## config.mk

```make
export PLATFORM = sky130hd
export DESIGN_NAME = lsq_dcache_arbiter
export DESIGN_NICKNAME = d
export VERILOG_FILES = /design/src/rtl/lsq_dcache_arbiter.sv
export SDC_FILE = /design/constraint.sdc
export NUM_CORES = 1
export LEC_CHECK = 0
export CAP_MARGIN = 20
export CORE_AREA = 2 2 96 98
export DETAILED_ROUTE_END_ITERATION = 10
export DIE_AREA = 0 0 98 100
export PLACE_DENSITY = 0.83
export SETUP_SLACK_MARGIN = 0.5
export SLEW_MARGIN = 20
export SYNTH_ARGS = -nofsm -noshare
export SYNTH_HDL_FRONTEND = slang
export SYNTH_SLANG_ARGS = --single-unit
```

## constraint.sdc

```tcl
create_clock -name clk -period 2.6 [get_ports clk]
set_clock_uncertainty 0.05 [all_clocks]
set_input_delay 0.65 -clock clk [delete_from_list [all_inputs] [get_ports clk]]
set_output_delay 0.65 -clock clk [all_outputs]
set_load 0.01 [all_outputs]
```

## src/rtl/lsq_dcache_arbiter.sv

```systemverilog
`default_nettype none
// ============================================================================
// Module   : lsq_dcache_arbiter
// Purpose  : Shares the single data-cache port between the load-queue head
//            and the committed store-queue head. Loads have priority, but
//            a waiting store is guaranteed service after MAX_LOAD_STREAK
//            consecutive load completions. When the store queue is full,
//            the store goes first.
//            The selected request is registered onto the dc_* outputs and
//            held until the cache reports no miss. Then a one-cycle grant
//            goes back to the owning queue.
// Revision : 1.0 - initial release
// ----------------------------------------------------------------------------
// Ports
//   clk, rst_n          : clock, asynchronous active-low reset
//   ld_req_valid/addr/id: load-queue head request
//   ld_grant            : load completed in cache (one-cycle pulse)
//   st_req_valid/addr/data, st_queue_full : committed store-queue head
//   st_grant            : store completed in cache (one-cycle pulse)
//   branch_miss         : misprediction flush
//   dc_valid, dc_mem_action, dc_addr, dc_data, dc_id : cache request
//   dc_miss             : cache stall, the request must be held
// Optional build macro
//   LSQ_ARB_PERF_EN     : adds perf_ld_cnt, perf_st_cnt, perf_stall_cnt
// ============================================================================
module lsq_dcache_arbiter #(
    parameter int ADDR_W          = 32,
    parameter int DATA_W          = 32,
    parameter int ID_W            = 6,
    parameter int MAX_LOAD_STREAK = 4
) (
    input  logic              clk,
    input  logic              rst_n,
    input  logic              ld_req_valid,
    input  logic [ADDR_W-1:0] ld_req_addr,
    input  logic [ID_W-1:0]   ld_req_id,
    output logic              ld_grant,
    input  logic              st_req_valid,
    input  logic [ADDR_W-1:0] st_req_addr,
    input  logic [DATA_W-1:0] st_req_data,
    input  logic              st_queue_full,
    output logic              st_grant,
    input  logic              branch_miss,
    output logic              dc_valid,
    output logic              dc_mem_action,
    output logic [ADDR_W-1:0] dc_addr,
    output logic [DATA_W-1:0] dc_data,
    output logic [ID_W-1:0]   dc_id,
    input  logic              dc_miss
`ifdef LSQ_ARB_PERF_EN
    ,
    output logic [31:0]       perf_ld_cnt,
    output logic [31:0]       perf_st_cnt,
    output logic [31:0]       perf_stall_cnt
`endif
);

    typedef enum logic [0:0] {
        IDLE = 1'b0,
        BUSY = 1'b1
    } state_e;

    localparam logic [3:0] c_streak_max = 4'(MAX_LOAD_STREAK);

    state_e              state_q,         state_d;
    logic                dc_valid_q,      dc_valid_d;
    logic                dc_mem_action_q, dc_mem_action_d;
    logic [ADDR_W-1:0]   dc_addr_q,       dc_addr_d;
    logic [DATA_W-1:0]   dc_data_q,       dc_data_d;
    logic [ID_W-1:0]     dc_id_q,         dc_id_d;
    logic [3:0]          streak_q,        streak_d;
    logic                squash_q,        squash_d;

    logic                w_sel_st;
    logic                w_sel_ld;
    logic                w_complete;
    logic                w_ld_grant;
    logic                w_st_grant;

    // Store wins if it is forced (queue full or load streak exhausted), or
    // if no load is competing. A flush blocks only load selection because
    // stores at the queue head are already committed.
    assign w_sel_st = st_req_valid &&
                      (st_queue_full || (streak_q >= c_streak_max) || !ld_req_valid);
    assign w_sel_ld = !w_sel_st && ld_req_valid && !branch_miss;

    assign w_complete = (state_q == BUSY) && !dc_miss;
    assign w_ld_grant = w_complete && dc_mem_action_q && !squash_q;
    assign w_st_grant = w_complete && !dc_mem_action_q;

    always_comb begin
        state_d         = state_q;
        dc_valid_d      = dc_valid_q;
        dc_mem_action_d = dc_mem_action_q;
        dc_addr_d       = dc_addr_q;
        dc_data_d       = dc_data_q;
        dc_id_d         = dc_id_q;
        squash_d        = squash_q;

        case (state_q)
            IDLE: begin
                if (w_sel_st) begin
                    state_d         = BUSY;
                    dc_valid_d      = 1'b1;
                    dc_mem_action_d = 1'b0;
                    dc_addr_d       = st_req_addr;
                    dc_data_d       = st_req_data;
                    dc_id_d         = '0;
                    squash_d        = 1'b0;
                end else if (w_sel_ld) begin
                    state_d         = BUSY;
                    dc_valid_d      = 1'b1;
                    dc_mem_action_d = 1'b1;
                    dc_addr_d       = ld_req_addr;
                    dc_data_d       = '0;
                    dc_id_d         = ld_req_id;
                    squash_d        = 1'b0;
                end
            end
            BUSY: begin
                // A refill cannot be aborted, so a flushed load keeps
                // running and only its grant is dropped.
                if (branch_miss && dc_mem_action_q) begin
                    squash_d = 1'b1;
                end
                // Returning to IDLE gives a one-cycle bubble so the
                // granted queue head can advance before the next arbitration.
                if (!dc_miss) begin
                    state_d    = IDLE;
                    dc_valid_d = 1'b0;
                    squash_d   = 1'b0;
                end
            end
            default: begin
                state_d    = IDLE;
                dc_valid_d = 1'b0;
                squash_d   = 1'b0;
            end
        endcase
    end

    // Count consecutive load completions only while a store is actually
    // waiting; any cycle without a store pending restarts the count.
    always_comb begin
        streak_d = streak_q;
        if (!st_req_valid || w_st_grant) begin
            streak_d = '0;
        end else if (w_ld_grant && (streak_q < c_streak_max)) begin
            streak_d = streak_q + 4'd1;
        end
    end

    always_ff @(posedge clk or negedge rst_n) begin
        if (!rst_n) begin
            state_q         <= IDLE;
            dc_valid_q      <= 1'b0;
            dc_mem_action_q <= 1'b0;
            dc_addr_q       <= '0;
            dc_data_q       <= '0;
            dc_id_q         <= '0;
            streak_q        <= '0;
            squash_q        <= 1'b0;
        end else begin
            state_q         <= state_d;
            dc_valid_q      <= dc_valid_d;
            dc_mem_action_q <= dc_mem_action_d;
            dc_addr_q       <= dc_addr_d;
            dc_data_q       <= dc_data_d;
            dc_id_q         <= dc_id_d;
            streak_q        <= streak_d;
            squash_q        <= squash_d;
        end
    end

    assign dc_valid      = dc_valid_q;
    assign dc_mem_action = dc_mem_action_q;
    assign dc_addr       = dc_addr_q;
    assign dc_data       = dc_data_q;
    assign dc_id         = dc_id_q;
    assign ld_grant      = w_ld_grant;
    assign st_grant      = w_st_grant;

`ifdef LSQ_ARB_PERF_EN
    logic [31:0] perf_ld_cnt_q,    perf_ld_cnt_d;
    logic [31:0] perf_st_cnt_q,    perf_st_cnt_d;
    logic [31:0] perf_stall_cnt_q, perf_stall_cnt_d;

    // The counters wrap naturally at 2^32.
    always_comb begin
        perf_ld_cnt_d    = perf_ld_cnt_q    + {31'd0, w_ld_grant};
        perf_st_cnt_d    = perf_st_cnt_q    + {31'd0, w_st_grant};
        perf_stall_cnt_d = perf_stall_cnt_q + {31'd0, (state_q == BUSY) && dc_miss};
    end

    always_ff @(posedge clk or negedge rst_n) begin
        if (!rst_n) begin
            perf_ld_cnt_q    <= '0;
            perf_st_cnt_q    <= '0;
            perf_stall_cnt_q <= '0;
        end else begin
            perf_ld_cnt_q    <= perf_ld_cnt_d;
            perf_st_cnt_q    <= perf_st_cnt_d;
            perf_stall_cnt_q <= perf_stall_cnt_d;
        end
    end

    assign perf_ld_cnt    = perf_ld_cnt_q;
    assign perf_st_cnt    = perf_st_cnt_q;
    assign perf_stall_cnt = perf_stall_cnt_q;
`endif

endmodule
`default_nettype wire

```

==> impl_metrics.yaml, run 1 <==
outcome:
  status: "finished, final reports clean"
logic_synthesis:
  ys_seq_area_share_pct: 53.6
  synth_top_area_share_pct: 53.6
  netlist_area_um2: 3640
  synth_fp_nets: 486
  yosys-top-cells-area: "dfrtp_1, a221oi_2, inv_1"
  synth_cells: 376
  avgSynthCellArea_um2: 9.68
  yosysUniqueCellTypes: 31
  ys_warn_count: 0
  synth_area_leader_cell: "dfrtp_1"
  synth-seq-cells: 78
floorplan:
  die_area_um2: 9800
  ioPinCount: 183
  core_area_um2: 8890
  start_util_pct: 40.9
  placementRows: 35
  dieHeight_um: 100
  die_x_um: 98
worst_setup_path:
  cp.buffers_inverters: 3
  worst_ep_arrival_time_ps: 2230
  reg2reg_depth: 5
  cp-end-kind: "flop"
  path_depth: 6
  reg2reg_to: "dc_addr[18]$_DFFE_PN0P_"
  crit_family: "buffers and inverters"
  path_class: "in -> reg"
  worst_setup_path_start_kind: "input pin"
  timing.rr.start: "streak_q[3]$_DFFE_PN0P_"
  critPathSlowestCell: "or4b_4"
  critPathMaxStageDelay_ps: 550
  worst-path-max-fanout: 13
  r2r_slack_ps: 750
  path_cells: "clkdlybuf4s50_1 -> or4b_4 -> a21oi_4 -> buf_4 -> clkbuf_16 -> a221oi_2"
  cp.required_ps: 2760
pwr:
  peakVddDrop_mv: 0.369
  p_seq_share_pct: 39.5
  pwr-share-comb_pct: 38.8
  switching_share_pct: 30.5
  p_int_mw: 2.97
  p_leak_nw: 2.71
  p_clk_share_pct: 21.7
  cellPowerDensity_nw_per_um2: 712
  p_sw_mw: 1.30
timing:
  tns_ps: 0
  final.setup.worst_slack_ps: 535
  tightest_slew_ps: 594
  period_share_pct: 79.4
  post-route-min-period_ps: 2070
  setup_viol: 0
  slew_violations: 0
  max_freq_mhz: 484
  finalHoldViolCount: 0
  timing.slew.headroom_pct: 60.3
  rsz0062_at_grt: "yes"
route:
  drt_pre_antenna_iters: 4
  avgRoutedWirePerCell_um: 16.0
  vias_per_cell: 5.15
  wirelength_um: 10900
  drt_iter0_drc: 70
  detail-route-antenna-nets: 0
  vias: 3503
  remaining_drc_errors: 0
global_routing:
  grt_pass1_vias: 3624
  grt_max_degree: 42
  antenna_found_initial: 0
  track_usage_pct: 21.3
  grt_pass1_wl_um: 17000
  grt-ovfl-total: 0
clocking:
  htree_levels: 3
  clockBufferDepth: 2
  worstSkewPairLatency_ps: 330
  cts-root-buf: "clkbuf_8"
  tritoncts: "done"
  cts_buffers: 9
  cts_num_sinks: 78
  clkSlewWorstSetupHoldPaths_ps: 80
  holdBufCountCts: 0
layout:
  area_delta_synth_final_pct: 64.6
  instances_no_fill: 680
  postLayoutCoreUtil_pct: 67.4
  layout-drive-gt1-share_pct: 13.0
  diodes: 0
  num-nets-final: 674
place:
  gp_congestion: 0.757
  dp_hpwl_um: 7390
  pre_cts_slack_ps: -96.4
  portBuffers: 182
  dp.cells: 652
flow_run:
  drv_cap: 0
min_path:
  hold_path_class: "in -> async"
worst max path at each step:
stage,endpoint,start
6_report,dc_addr[18]$_DFFE_PN0P_,st_queue_full
5_1_grt,dc_addr[4]$_DFFE_PN0P_,st_queue_full
4_1_cts,dc_addr[28]$_DFFE_PN0P_,ld_req_valid
3_5_place_dp,dc_data[23]$_DFFE_PN0P_,st_req_valid
3_3_place_gp,ld_grant,dc_miss
2_1_floorplan,dc_addr[10]$_DFFE_PN0P_,st_queue_full
power by group through the flow:
stage	clock, mW	combinational, mW	sequential (mW)
after floorplan	0	0.522	1.83
after global placement	0	1.56	1.69
after detailed placement	0	1.60	1.70
after CTS	0.954	1.62	1.68
after global routing	1.00	1.78	1.73
final	0.928	1.66	1.69
logic make-up after synthesis:
family,count (synthesis),synth area share (%)
AO/OA/AOI/OAI,81,19.0
adder cells (fa/ha/maj),1,0.344
buffers and inverters,96,11.1
flip-flops,78,53.6
AND/OR/NAND/NOR,120,16.0
cells in the final DEF, fill, tap and decap left out, types with 2 or more instances in the layout:
cell type / n
a221oi_1: 12
nand2_1: 36
o21ai_0: 35
clkdlybuf4s50_1: 177
clkinvlp_4: 3
buf_12: 5
dfrtp_1: 77
clkbuf_16: 3
a22o_1: 6
buf_2: 2
buf_4: 16
nor3_1: 32
nor2_1: 7
a21oi_4: 2
a21oi_1: 4
clkbuf_8: 11
a221oi_2: 20
inv_1: 66
buf_6: 2
nand3_1: 33
nand2b_1: 2
cell usage after synthesis, drive strengths merged:
cell / number
a21oi: 6
a221oi: 32
a22o: 6
a31oi: 1
buf: 10
clkbuf: 20
dfrtp: 78
ha: 1
inv: 66
nand2: 36
nand2b: 3
nand3: 33
nand4bb: 1
nor2: 8
nor2b: 1
nor3: 32
nor3b: 1
nor4b: 1
o21a: 1
o21ai: 35
or2: 1
or3: 1
or3b: 1
or4b: 1
layout make-up:
cell class                 instances  area, µm²
inverter                          66        248
timing repair buffer             207       2120
fill                             727       2900
sequential                        78       1950
tap                              111        139
clock buffer                      11        151
multi-input combinational        202       1320
clock inverter                     5       57.6
what timing repair did:
item	in CTS	in global routing
gates resized for setup	15	4
buffers inserted	5	4
setup endpoints to repair	76	25
pin swaps	1	1
cloned	0	3
through the flow:
step	area [µm²]	power, mW	hold slack [ps]
floorplan	3640	2.35	304
global placement	5600	3.25	412
detailed placement	5600	3.30	427
CTS	5860	4.26	225
global route	5990	4.52	239
finish	5990	4.27	222
metal layers:
metal,global-route usage [%],vias to the layer above,routed length (µm)
met5,0,-,0
met2,35.5,157,5420
met4,7.37,0,184
met1,26.7,1676,4390
li1,-,1649,-
met3,6.41,21,899
state kept, by name (all words and copies together), names as in the netlist:
| signal | flops |
|---|---|
| dc_addr | 32 |
| streak_q | 4 |
| dc_data | 32 |
| squash_q | 1 |
| dc_valid | 1 |
| dc_id | 6 |
| dc_mem_action | 1 |
| state_q | 1 |
Power figures use the tool's default switching activity.
==> run 2, diff against run 1 <==
CORE_AREA = 2 2 104 106   (was 2 2 96 98)
DIE_AREA = 0 0 106 108   (was 0 0 98 100)
PLACE_DENSITY = 0.75   (was 0.83)
clock period = 1.72 ns   (was 2.6 ns; I/O delays follow)
==> run 2 against run 1 <==
Compared with the run above:
- the flow now finishes with violations (setup timing)
- global-route usage increased by 0.32 points
- first-iteration DRC count up 140%
- worst setup slack lost 660 ps
- die area grew 17%
- cell area rose by 16%
- sequential share of layout area shrank 4.6 points
- largest power group is now combinational logic
- worst hold slack improved by 230 ps
- cell count rose by 14%
- combinational power rose by 87%
- sequential cell count stayed put
==> impl_metrics.yaml, run 2 (same netlist as run 1, synthesis figures left out) <==
flow_run:
  drv_cap: 0
pwr:
  p_sw_mw: 2.43
  pwr-share-comb_pct: 43.6
  p_clk_share_pct: 20.2
  switching_share_pct: 34.2
  p_leak_nw: 3.27
  peakVddDrop_mv: 0.511
  p_seq_share_pct: 36.2
  p_int_mw: 4.67
  cellPowerDensity_nw_per_um2: 1020
  finalPower_mw: 7.10
layout:
  final_common_cell: "clkdlybuf4s50_1"
  num-nets-final: 742
  layout-drive-gt1-share_pct: 43.2
  diodes: 0
  area_delta_synth_final_pct: 91.5
  instances_no_fill: 773
  final_cell_mix: "clkdlybuf4s50_1, dfrtp_1, inv_1"
route:
  wirelength_um: 14400
  detail-route-antenna-nets: 0
  avgRoutedWirePerCell_um: 18.6
  vias_per_cell: 5.07
  remaining_drc_errors: 0
  drt_iter0_drc: 166
  drt_pre_antenna_iters: 4
  vias: 3918
place:
  dp.cells: 685
  gp_congestion: 0.823
  portBuffers: 182
  dp_hpwl_um: 7800
global_routing:
  antenna_found_initial: 0
  grt_max_degree: 41
  track_usage_pct: 21.7
  grt_pass1_vias: 3929
  grt_pass1_wl_um: 19700
  grt-ovfl-total: 0
clocking:
  worstSkewPairLatency_ps: 340
  clockBufferDepth: 2
  htree_levels: 3
  clkSlewWorstSetupHoldPaths_ps: 90
  tritoncts: "done"
  cts_buffers: 9
  cts-root-buf: "clkbuf_8"
  cts_num_sinks: 78
floorplan:
  die_x_um: 106
  core_area_um2: 10200
  ioPinCount: 183
  start_util_pct: 35.6
  placementRows: 37
  die_area_um2: 11400
  dieHeight_um: 108
min_path:
  hold_path_class: "in -> async"
timing:
  post-route-min-period_ps: 1850
  setup_viol: 42
  tns_ps: -3120
  timing.slew.headroom_pct: 76.9
  max_freq_mhz: 542
  rsz0062_at_grt: "yes"
  period_share_pct: 107
  final.setup.worst_slack_ps: -126
  finalHoldViolCount: 0
  tightest_slew_ps: 346
  slew_violations: 0
worst_setup_path:
  timing.rr.start: "streak_q[2]$_DFFE_PN0P_"
  worst_ep_arrival_time_ps: 2080
  cp.required_ps: 1950
  worst-path-max-fanout: 5
  path_class: "reg -> reg"
  cp-startpoint: "streak_q[2]$_DFFE_PN0P_"
  cp-end-kind: "flop"
  worst_setup_path_start_kind: "flop"
outcome:
  status: "complete, but fails checks"
  violations: "setup timing"
## run 2: cell types whose count changed in the layout (fill, tap and decap cells not counted), moves of 21 or more
cell	previous run	this run
buf_4	16	50
nand3_2	0	23
o21ai_0	35	2
o21ai_1	0	21
buf_2	2	55
buf_6	2	34
clkdlybuf4s50_1	177	104
nand3_1	33	1
## run 2: worst max-delay path: stages, from the launching register on
cell and delay [ps]:
dfrtp_1 420, or4b_4 600, a21oi_4 250, buf_12 160
clkbuf_16 150, a22o_1 150
## run 2: timing repair
item,in CTS,in global routing
pin swaps,37,41
gates resized for setup,403,64
setup endpoints to repair,152,171
cloned,5,12
endpoints found under the hold margin,24,0
setup buffers,26,28
hold buffers,1,0
## run 2: metrics by stage
stage               utilization (%)  hold WS, ps  setup slack (ps)  instance area (µm²)
global route                   68.1          475              -169                 6970
detailed placement             56.0          318              -749                 5730
finish                         68.1          454              -126                 6970
floorplan                         -         84.4              1.85                 3740
CTS                            60.7          441             -97.9                 6210
global placement               56.0          319              -648                 5730
## run 2: path summary, 6_finish.rpt
check	to	slack [ps]	cells past startpoint
max	dc_id[3]$_DFFE_PN0P_	-130	5
min	dc_addr[24]$_DFFE_PN0P_	450	2
max reg2reg	dc_id[3]$_DFFE_PN0P_	-130	5
min reg2reg	dc_id[0]$_DFFE_PN0P_	470	1
max in group asynchronous	dc_data[5]$_DFFE_PN0P_	640	3
min in group clk	dc_id[0]$_DFFE_PN0P_	470	1
## run 2: layout make-up
class | count | area (µm²)
fillers | 788 | 3260
clock buffers | 9 | 124
clock inverters | 7 | 81.3
repair buffers | 271 | 2640
inverters | 66 | 248
well taps | 136 | 170
multi-input cells | 206 | 1760
flip-flops and latches | 78 | 1950
## run 2: routing by layer
metal	wire (µm)	track usage (%)	up-vias	part of all wire [%]
met5	0	0	-	0
met4	363	7.89	0	2.5
met3	697	3.68	28	4.9
met2	7500	38.8	145	52
met1	5800	26.4	1946	40
li1	-	-	1799	-
## run 2: power by group through the flow
stage	Clock [mW]	Sequential (mW)	Combinational, mW
after floorplan	0	2.77	0.838
after global placement	0	2.57	2.42
after detailed placement	0	2.59	2.47
after CTS	1.46	2.55	2.49
after global routing	1.54	2.62	3.31
final	1.43	2.57	3.10
